### src/rtl/pll_supervisor.sv
// PLL lock supervisor: pulses the PLL reset, waits for and qualifies lock with bounded
// retry, then releases the downstream domain resets one after another.
module pll_supervisor #(
    parameter int N_OUT         = 2,
    parameter int LOCK_STABLE   = 1024,
    parameter int STAGGER       = 16,
    parameter int LOCK_TIMEOUT  = 65536,
    parameter int PLLRST_CYCLES = 8,
    parameter int MAX_RETRY     = 3,
    localparam int RW = (MAX_RETRY > 0) ? $clog2(MAX_RETRY + 1) : 1
) (
    input  logic             clkin,
    input  logic             rst,
    input  logic             pll_locked,
    output logic             pll_rst,
    output logic [N_OUT-1:0] rst_out,
    output logic             ready,
    output logic             fault,
    output logic             lock_lost,
    output logic [RW-1:0]    retry_count
);

    localparam int M1   = (LOCK_STABLE > STAGGER) ? LOCK_STABLE : STAGGER;
    localparam int M2   = (LOCK_TIMEOUT > PLLRST_CYCLES) ? LOCK_TIMEOUT : PLLRST_CYCLES;
    localparam int CMAX = (M1 > M2) ? M1 : M2;
    localparam int CW   = (CMAX > 1) ? $clog2(CMAX) : 1;
    localparam int IW   = (N_OUT > 1) ? $clog2(N_OUT) : 1;

    typedef enum logic [2:0] {
        PLLRST, WAIT_LOCK, STABLE, RELEASE, RUN, FAULT
    } state_t;

    state_t           state, state_n;
    logic [CW-1:0]    cnt, cnt_n;
    logic [IW-1:0]    idx, idx_n;
    logic [RW-1:0]    retries, retries_n;
    logic [N_OUT-1:0] rst_out_n;
    logic             pll_rst_n, ready_n, fault_n, lock_lost_n;
    logic             sync1, locked_s;

    assign retry_count = retries;

    always_ff @(posedge clkin) begin
        if (rst) begin
            state     <= PLLRST;
            cnt       <= '0;
            idx       <= '0;
            retries   <= '0;
            sync1     <= 1'b0;
            locked_s  <= 1'b0;
            pll_rst   <= 1'b1;
            rst_out   <= '1;
            ready     <= 1'b0;
            fault     <= 1'b0;
            lock_lost <= 1'b0;
        end else begin
            state     <= state_n;
            cnt       <= cnt_n;
            idx       <= idx_n;
            retries   <= retries_n;
            sync1     <= pll_locked;
            locked_s  <= sync1;
            pll_rst   <= pll_rst_n;
            rst_out   <= rst_out_n;
            ready     <= ready_n;
            fault     <= fault_n;
            lock_lost <= lock_lost_n;
        end
    end

    // Outputs are computed as next-register values so every output is a flop.
    always_comb begin
        state_n     = state;
        cnt_n       = cnt;
        idx_n       = idx;
        retries_n   = retries;
        rst_out_n   = rst_out;
        pll_rst_n   = 1'b0;
        ready_n     = ready;
        fault_n     = 1'b0;
        lock_lost_n = 1'b0;
        case (state)
            PLLRST: begin
                pll_rst_n = 1'b1;
                rst_out_n = '1;
                ready_n   = 1'b0;
                if (cnt == CW'(PLLRST_CYCLES - 1)) begin
                    state_n   = WAIT_LOCK;
                    cnt_n     = '0;
                    pll_rst_n = 1'b0;
                end else begin
                    cnt_n = cnt + 1'b1;
                end
            end
            WAIT_LOCK: begin
                rst_out_n = '1;
                ready_n   = 1'b0;
                if (locked_s) begin
                    state_n = STABLE;
                    cnt_n   = '0;
                end else if (cnt == CW'(LOCK_TIMEOUT - 1)) begin
                    cnt_n = '0;
                    if (retries == RW'(MAX_RETRY)) begin
                        state_n = FAULT;
                        fault_n = 1'b1;
                    end else begin
                        retries_n = retries + 1'b1;
                        state_n   = PLLRST;
                        pll_rst_n = 1'b1;
                    end
                end else begin
                    cnt_n = cnt + 1'b1;
                end
            end
            STABLE: begin
                if (!locked_s) begin
                    state_n = WAIT_LOCK;
                    cnt_n   = '0;
                end else if (cnt == CW'(LOCK_STABLE - 1)) begin
                    cnt_n = '0;
                    if (N_OUT == 1) begin
                        state_n   = RUN;
                        rst_out_n = '0;
                        ready_n   = 1'b1;
                        retries_n = '0;
                    end else begin
                        state_n      = RELEASE;
                        rst_out_n[0] = 1'b0;
                        idx_n        = IW'(1);
                    end
                end else begin
                    cnt_n = cnt + 1'b1;
                end
            end
            RELEASE, RUN: begin
                // Lock loss pulls every domain back into reset and waits for relock.
                if (!locked_s) begin
                    state_n     = WAIT_LOCK;
                    cnt_n       = '0;
                    idx_n       = '0;
                    rst_out_n   = '1;
                    ready_n     = 1'b0;
                    lock_lost_n = 1'b1;
                end else if (state == RUN) begin
                    rst_out_n = '0;
                    ready_n   = 1'b1;
                end else if (cnt == CW'(STAGGER - 1)) begin
                    cnt_n          = '0;
                    rst_out_n[idx] = 1'b0;
                    idx_n          = idx + 1'b1;
                    if (idx == IW'(N_OUT - 1)) begin
                        state_n   = RUN;
                        ready_n   = 1'b1;
                        retries_n = '0;
                    end
                end else begin
                    cnt_n = cnt + 1'b1;
                end
            end
            FAULT: begin
                fault_n   = 1'b1;
                rst_out_n = '1;
                ready_n   = 1'b0;
            end
            default: begin
                state_n = PLLRST;
            end
        endcase
    end

endmodule

### config.mk
export PLATFORM = sky130hd
export DESIGN_NAME = pll_supervisor
export DESIGN_NICKNAME = d
export VERILOG_FILES = /design/src/rtl/pll_supervisor.sv
export SDC_FILE = /design/constraint.sdc
export NUM_CORES = 1
export LEC_CHECK = 0
export ABC_AREA = 1
export CORE_ASPECT_RATIO = 1.4
export CORE_UTILIZATION = 29
export CTS_BUF_LIST = sky130_fd_sc_hd__clkbuf_16
export CTS_CLUSTER_SIZE = 14
export DETAILED_ROUTE_END_ITERATION = 10
export DONT_BUFFER_PORTS = 1
export GPL_ROUTABILITY_DRIVEN = 0
export MAX_ROUTING_LAYER = met4
export PLACE_DENSITY = 0.47
export SYNTH_ARGS = -nofsm -noshare
export SYNTH_HDL_FRONTEND = slang
export SYNTH_SLANG_ARGS = --single-unit
### constraint.sdc
create_clock -name clkin -period 1.93 [get_ports clkin]
set_input_delay 0.0965 -clock clkin [delete_from_list [all_inputs] [get_ports clkin]]
set_output_delay 0.0965 -clock clkin [all_outputs]
set_load 0.01 [all_outputs]
== After elaboration in Yosys (flattened, before gate mapping) ==
Cells that the tools add are included.
W data, S select, Z words.
Word-level totals
  flip-flop bits (word level): 30
  input port bits: 3
Cells by class
  $add $sub $neg: 3
  order comparisons: 2
  eq/ne operators: 27
  multiplexer cells: 58
  bitwise operators: 4
  reduce and logical (&&, ||, !) cells: 17
Operator list (number)
  $mux W16: 8
  $pmux W16 S4: 1
  $mux W3: 10
  $mux W1: 20
  $mux W2: 10
  $ne A2 B2 Y1 const B: 10
  $add A16 B1 Y16 const B: 1
  $eq A16 B10 Y1 const B: 1
  $eq A16 B16 Y1 const B: 1
  $eq A16 B3 Y1 const B: 1
  $eq A16 B4 Y1 const B: 1
  $ne A3 B3 Y1 const B: 5
  $pmux W3 S5: 1
  $pmux W1 S2: 5
  $ne A4 B4 Y1 const B: 2
  $reduce_and A8 Y1: 1
  $reduce_and A7 Y1: 1
  $eq A3 B2 Y1 const B: 2
  $eq A3 B3 Y1 const B: 2
  $reduce_bool A2 Y1: 3
  $reduce_and A5 Y1: 1
  $pmux W2 S2: 1
  $reduce_and A2 Y1: 2
  $reduce_and A4 Y1: 1
  other kinds (18): 20

== Logic depth before layout (Yosys ltp) ==
Gate-level depths: netlist of the first run.
  depth in word-level cells: 10
  mapped depth: 13
  gate-level depth less buffers: 12

== Worst setup path after synthesis of the first run ==
No wires, ideal clock.
  kind: reg-to-reg
  from: reg cnt[0]
  to: reg cnt[13]
  setup time: 0.117 ns
  arrival time: 1.501 ns
  required time: 1.813 ns
  path slack: 0.312 ns
  stages on the path, launching flop included: 14
  path buffers: 1
  clock period less this slack: 1.618 ns
  cells stage by stage: dfxtp_1 > ha_1 > nand2_1 > nor2_2 > nand2_1 > inv_1 > nand2_1 > nand2_1 > nand2_1 > o21bai_1 > nand2_1 > nand2_2 > buf_6 > nor2_1
Between the ends
  cells in the longest elaborated chain, start to end: 5
Ends and longest elaborated chain
  start, declared: RTL line 34  | logic [CW-1:0] cnt, cnt_n;
  start signal, assigned: RTL line 58  | cnt <= cnt_n;
  $add A16 B1 Y16 or $eq A16 B4 Y1 (tied branches)
  $mux W16: RTL line 147  | end else if (cnt == CW'(STAGGER - 1)) begin
  $mux W16: RTL line 144  | end else if (state == RUN) begin
  $mux W16: RTL line 137  | if (!locked_s) begin
  $pmux W16 S4 (*): RTL line 82  | case (state)
Every way passes the cells marked *; elsewhere a longest branch is shown, timed or not. The select of a mux whose other input is x is not followed.
A chain may end at the register's enable or synchronous reset.

== Worst setup path in the final report of the first run ==
  from: reg cnt[1]
  to: reg retries[0] (netlist: retry_count[0])
Between the ends
  cells in the longest elaborated chain, start to end: 3
Ends and longest elaborated chain
  $eq A16 B4 Y1 or $eq A16 B16 Y1 (tied branches): RTL line 147, 101
  $ne A2 B2 Y1 (no line)
  $reduce_and A8 Y1 (no line) (*)
  end signal, assigned: RTL line 60  | retries <= retries_n;
  end, declared: RTL line 36  | logic [RW-1:0] retries, retries_n;
Every way passes the cells marked *; elsewhere a longest branch is shown, timed or not.

==> impl_metrics.env, run 1 <==
export IMPL_crit_required_ps=2100
export IMPL_drt_total_wl_mm=4.415
export IMPL_drt_initial_drc_count=114
export IMPL_design_core_area_um2=5645
export IMPL_r2r_start="cnt[1]"
export IMPL_worst_pin_slew_ps=652.8
export IMPL_rows=32
export IMPL_vias=1696
export IMPL_pwr_density_cell_nw_per_um2=1407
export IMPL_wl_per_cell_um=12.40
export IMPL_synthArstFlopShare=0
export IMPL_synth_area_um2=1732
export IMPL_drv_cap=0
export IMPL_drive_above_1_share=0.1146
export IMPL_grt_use_total=0.1623
export IMPL_synth_edff_count=0
export IMPL_chipWidth_um=67.31
export IMPL_worst_path_max_fanout=4
export IMPL_numCtsBuffers=5
export IMPL_drtAntennaViolNets=0
export IMPL_drt_pass1_iter_count=4
export IMPL_grt_antenna_before_repair=0
export IMPL_start_util=0.3067
export IMPL_syn_nets=280
export IMPL_worst_setup_path_start_kind="flip-flop"
export IMPL_syn_inst=275
export IMPL_grt_remaining_overflow=0
export IMPL_crit_path_start="cnt[1]"
export IMPL_synth_warnings=0
export IMPL_fin_crit_ps=1743
export IMPL_skew_ps=3.853
export IMPL_top_level_ports=11
export IMPL_clkTransAtPathRegs_ps=50
export IMPL_p_leak_uw=0.0008893
export IMPL_fmax_ghz=0.5739
export IMPL_place_ws_ps=15.03
export IMPL_critPathArrivalTime_ps=1910
export IMPL_finalMaxSlewViolations=0
export IMPL_synth_compound_area_frac=0.1055
export IMPL_antenna_cells=0
export IMPL_clk_latency_ps=270
export IMPL_synthSimpleGateAreaFrac=0.4082
export IMPL_numPlacedInstances=344
export IMPL_grt_pass1_wl_mm=7.417
export IMPL_synthToLayoutAreaGrowth_pct=17.34
export IMPL_post_dp_hpwl_mm=3.310
export IMPL_fin_nets=292
export IMPL_drt_drc_violations_left=0
export IMPL_grt_start_max_net_pins=16
export IMPL_htreeDepth=2
export IMPL_finalWorstSetupSlack_ps=187.4
export IMPL_cts_sinks=30
export IMPL_stdcell_count=356
export IMPL_ys_ff_latch=30
export IMPL_cp_end_kind="flip-flop"
export IMPL_hold_class="input port to flip-flop"
export IMPL_synth_ff_type="dfxtp_1"
export IMPL_ir_worst_vdd_v=0.0005662
export IMPL_hold_start="rst"
export IMPL_synth_fa_ha_area_frac=0.01445
export IMPL_finalSetupViolations=0
export IMPL_synth_cell_types=29
export IMPL_slew_headroom=0.5643
export IMPL_synth_top_family_by_area="simple AND/OR/NAND/NOR gates"
export IMPL_cts_tree="yes"
export IMPL_portBuffers=0
export IMPL_dieArea_um2=6289
export IMPL_tns_ps=0
export IMPL_grt_pass1_vias=1637
export IMPL_hold_viol_final=0
export IMPL_cts_root_buf="clkbuf_16"
export IMPL_ys_seq_area_frac=0.3468
export IMPL_syn_area_per_cell_um2=6.297
export IMPL_finalCritPeriodShare=0.9029
export IMPL_synthMuxAreaShare=0
export IMPL_die_h_um=93.43
export IMPL_status="finished, final reports clean"
export IMPL_rsz0062_at_grt="no"
export IMPL_synth_xor_area_frac=0.03540
export IMPL_clockBufferDepth=2
export IMPL_critPathKind="flip-flop to flip-flop"
export IMPL_viasPerCell=4.764
==> cells in the mapped netlist (2+ instances only) <==
library cell,count,area [um2]
o211ai_1,2,15.01
xor2_1,5,43.79
nor2_2,6,37.54
nor3_1,6,30.03
ha_1,2,25.02
dfxtp_1,30,600.6
nand3_1,17,85.08
a21oi_1,9,45.04
inv_1,31,116.4
nand2_2,3,18.77
nor2_1,62,232.7
nand2_1,65,244.0
o21ai_0,11,55.05
buf_6,2,22.52
nand4_1,5,31.28
a21oi_2,2,17.52
inv_2,2,7.510
o21bai_1,3,22.52
xnor2_1,2,17.52
==> critical path: stages (launching register included) <==
cell and delay [ps]:
dfxtp_1 400, ha_4 170, nand2_1 80, nor2_4 130
nand4_1 170, buf_4 190, inv_1 60, o21ai_0 80
nor2_1 190, nand2_1 70, nand2_1 60, nor2_1 50
==> final cells by class <==
type / instances / area, um2
inverter: 33 / 123.9
multi-input combinational: 209 / 1017
fill: 619 / 3613
clock inverter: 3 / 12.51
timing repair buffer: 8 / 65.06
clock buffer: 5 / 125.1
tap: 68 / 85.08
sequential: 30 / 603.1
==> worst paths after layout <==
kind                         end  slack [ps]  cells after the start
hold reg to reg         locked_s         400                      2
setup reg to reg  retry_count[0]         190                     11
setup / recovery  retry_count[0]         190                     11
hold / removal        rst_out[1]         300                      2
==> power by group <==
group          internal [uW]  switching [uW]
clock network            465             266
registers                742             160
logic                    443             784
total                   1650            1210
==> registers in the layout, summed over array words and instances (netlist names), 2 cells and up <==
register     count
cnt             16
state            3
rst_out          2
retry_count      2
==> cells by family (layout without fill, tap and decap cells) <==
group	count (synthesis)	in the layout
XOR/XNOR	7	7
adder cells (fa/ha/maj)	2	2
AO/OA/AOI/OAI	31	31
AND/OR/NAND/NOR	168	169
buffers and inverters	37	49
flip-flops	30	30
==> layout by cell type, fill, tap and decap left out, types with 6 or more instances in the layout <==
cell type / instances
nor2_1: 62
a21oi_1: 9
buf_4: 6
dfxtp_1: 28
nand3_1: 17
inv_1: 32
nand2_1: 64
o21ai_0: 10
==> per-stage QoR <==
step,instance area [um2],power (uW),hold WS [ps],utilization
6_report,2032,2859,301.9,0.3599
3_3_place_gp,1823,2065,169.3,0.3229
2_1_floorplan,1732,1796,165.6,-
4_1_cts,1981,2819,262.8,0.3508
3_5_place_dp,1823,2068,170.9,0.3229
5_1_grt,2032,3119,349.2,0.3599
==> what timing repair did <==
item | 4_1_cts | 5_1_grt
setup endpoints to repair | 0 | 21
hold buffers | 2 | 0
gates resized for setup | 0 | 10
hold endpoints to repair | 4 | 0
setup buffers | 0 | 1
==> per-layer routing <==
layer	GRT usage	vias up	part of all wire
li1	-	899	-
met1	0.1669	762	0.42
met2	0.2908	23	0.53
met3	0.02805	12	0.023
met4	0.07270	0	0.027
met5	-	-	0
No activity file was read; power rests on OpenSTA's default activity.
==> run 2, diff against run 1 <==
- ABC_AREA: 1 -> not set
- PLACE_DENSITY: 0.47 -> not set
- SETUP_SLACK_MARGIN: not set -> 0.2
==> run 2 against run 1 <==
  * The flow now finishes with violations (setup timing)
  * Critical path depth down 6
  * Via count down 3.3%
  * Clock power up 0.8%
  * Cell area up 19%
==> impl_metrics.env, run 2 <==
export IMPL_drt_initial_drc_count=50
export IMPL_grt_use_total=0.1705
export IMPL_drive_above_1_share=0.3518
export IMPL_cts_root_buf="clkbuf_16"
export IMPL_worst_path_max_fanout=4
export IMPL_reg_top3="cnt x16, state x3"
export IMPL_reg2regPathDepth=5
export IMPL_grt_antenna_before_repair=0
export IMPL_drv_cap=0
export IMPL_finalWorstSetupSlack_ps=-190.4
export IMPL_mostFrequentLayoutCell="buf_4"
export IMPL_ys_seq_area_frac=0.3542
export IMPL_synth_area_um2=1695
export IMPL_ys_ff_latch=30
export IMPL_ys_top_cells_by_count="dfxtp_1 (30), nor2_1 (29), nor3_1 (14)"
export IMPL_syn_nets=207
export IMPL_slew_headroom=0.6748
export IMPL_rows=32
export IMPL_synth_fa_ha_area_frac=0.01476
export IMPL_chipWidth_um=66.62
export IMPL_grt_pass1_wl_mm=7.852
export IMPL_top_level_ports=11
export IMPL_htreeDepth=2
export IMPL_fin_crit_ps=2120
export IMPL_violations="setup timing"
export IMPL_numPlacedInstances=309
export IMPL_cts_tree="yes"
export IMPL_wl_met3_um=138
export IMPL_wl_met1_mm=1.916
export IMPL_synth_warnings=0
export IMPL_p_leak_uw=0.0009901
export IMPL_crit_path_start="cnt[10]"
export IMPL_highest_layer="met4"
export IMPL_dr_wl_met2_mm=2.336
export IMPL_finalMaxSlewViolations=0
export IMPL_synth_top_family_by_area="simple AND/OR/NAND/NOR gates"
export IMPL_grt_start_max_net_pins=16
export IMPL_viasPerCell=5.109
export IMPL_synthToLayoutAreaGrowth_pct=43.17
export IMPL_antenna_cells=0
export IMPL_portBuffers=0
export IMPL_syn_area_per_cell_um2=8.393
export IMPL_synth_xor_area_frac=0.08266
export IMPL_rsz0062_at_grt="yes"
export IMPL_cts_sinks=30
export IMPL_fmax_ghz=0.4716
export IMPL_top_register="cnt"
export IMPL_ir_worst_vdd_v=0.0004528
export IMPL_numCtsBuffers=5
export IMPL_crit_end="retry_count[0]"
export IMPL_layout_common_cells="buf_4 (48), nor2_1 (26), dfxtp_1 (26)"
export IMPL_start_util=0.3046
export IMPL_stdcell_count=321
export IMPL_largest_register_ffs=16
export IMPL_critPathKind="flip-flop to flip-flop"
export IMPL_r2r_start="cnt[10]"
export IMPL_critPathArrivalTime_ps=2280
export IMPL_drt_total_wl_mm=4.491
export IMPL_die_h_um=92.47
export IMPL_fin_nets=258
export IMPL_design_core_area_um2=5565
export IMPL_drt_pass1_iter_count=4
export IMPL_synth_most_common_cell="dfxtp_1"
export IMPL_skew_ps=3.210
export IMPL_post_dp_hpwl_mm=3.299
export IMPL_synthTopCellsByArea="dfxtp_1 (35%), nor2_1 (6.4%), xor2_1 (5.7%), nor3_1 (4.1%), nand2_1 (2.9%)"
export IMPL_synth_ff_type="dfxtp_1"
export IMPL_fin_util=0.4362
export IMPL_clockBufferDepth=2
export IMPL_clkTransAtPathRegs_ps=50
export IMPL_vias=1640
export IMPL_reg2reg_setup_slack_ps=-190
export IMPL_worst_setup_path_start_kind="flip-flop"
export IMPL_crit_required_ps=2090
export IMPL_status="finished with violations"
export IMPL_synth_compound_area_frac=0.1801
export IMPL_synthMuxAreaShare=0.01255
export IMPL_grt_pass1_vias=1703
export IMPL_hold_viol_final=0
export IMPL_wl_per_cell_um=13.99
export IMPL_synthArstFlopShare=0
export IMPL_synth_top_area_share=0.3542
export IMPL_grt_remaining_overflow=0
export IMPL_syn_inst=202
export IMPL_finalSetupViolations=20
export IMPL_pwr_density_cell_nw_per_um2=936.7
export IMPL_dieArea_um2=6160
export IMPL_cp_end_kind="flip-flop"
export IMPL_r2r_end="retry_count[0]"
export IMPL_worst_pin_slew_ps=486.3
export IMPL_place_ws_ps=-258.9
export IMPL_hold_class="input port to flip-flop"
export IMPL_drt_drc_violations_left=0
export IMPL_synthSimpleGateAreaFrac=0.3218
export IMPL_netlist_top_cell_by_area="dfxtp_1"
export IMPL_finalCritPeriodShare=1.099
export IMPL_clk_latency_ps=280
export IMPL_synth_cell_types=50
export IMPL_drtAntennaViolNets=0
export IMPL_synth_edff_count=0
-- run 2: changes by cell type after synthesis, sizes merged, moves of 4 or more --
cell,previous run,this run
clkbuf,1,7
nor2,68,29
nor4,0,4
nor2b,0,6
xor2,5,11
inv,33,7
nand3,17,7
or4,0,4
nor3,6,14
o21ai,12,7
nand2,68,13
-- run 2: cell type report --
| type | instances | area, um2 |
|---|---|---|
| clock buffer | 5 | 125.1 |
| clock inverter | 2 | 10.01 |
| fill | 548 | 3138 |
| inverter | 7 | 26.28 |
| multi-input combinational | 157 | 1164 |
| sequential | 30 | 605.6 |
| tap | 68 | 85.08 |
| timing repair buffer | 52 | 411.6 |
-- run 2: critical path: stages, from the launching register on --
cell and delay (ps):
dfxtp_2 310, or4_4 580, or4_4 520, a2bb2oi_2 160, nor2_2 120, mux2_4 310
-- run 2: per-layer routing --
metal  up-vias  GRT usage
li1        838          -
met1       767     0.1903
met2        26     0.2854
met3         9    0.04310
met4         0    0.06560
met5         -          -
-- run 2: how the worst min path moves through the flow --
stage,to,cells past startpoint,from
CTS,state[0],2,rst
finish,state[0],2,rst
global placement,state[2],1,rst
detailed placement,state[2],1,rst
global route,state[0],2,rst
floorplan,sync1,1,pll_locked
-- run 2: kinds of logic (layout without fill, tap and decap cells) --
logic type	Yosys count	after routing
AO/OA/AOI/OAI	39	39
XOR/XNOR	16	16
multiplexers	2	2
AND/OR/NAND/NOR	98	98
flip-flops	30	30
buffers and inverters	15	66
adder cells (fa/ha/maj)	2	2
-- run 2: timing repair --
action | CTS | global route
hold endpoints to repair | 11 | 0
setup buffers | 3 | 0
pin swaps | 4 | 7
gates resized for setup | 13 | 11
endpoints found under the setup margin | 26 | 27
hold buffers | 2 | 0
-- run 2: metrics by stage --
| step | setup TNS [ps] | total power (uW) | area (um2) | hold WS (ps) |
|---|---|---|---|---|
| final | -3075 | 2274 | 2427 | 72.49 |
| after floorplan | -1412 | 1203 | 1749 | 224.7 |
| after global routing | -5125 | 2398 | 2427 | 71.70 |
| after CTS | -3455 | 2260 | 2381 | 68.70 |
| after detailed placement | -3356 | 1489 | 2161 | 167.8 |
| after global placement | -2999 | 1485 | 2161 | 169.7 |
-- run 2: report_power, final --
part           leakage (uW)  internal, uW  switching [uW]
combinational      0.000675           365             429
sequential         0.000245           678            63.9
clock             0.0000694           464             273
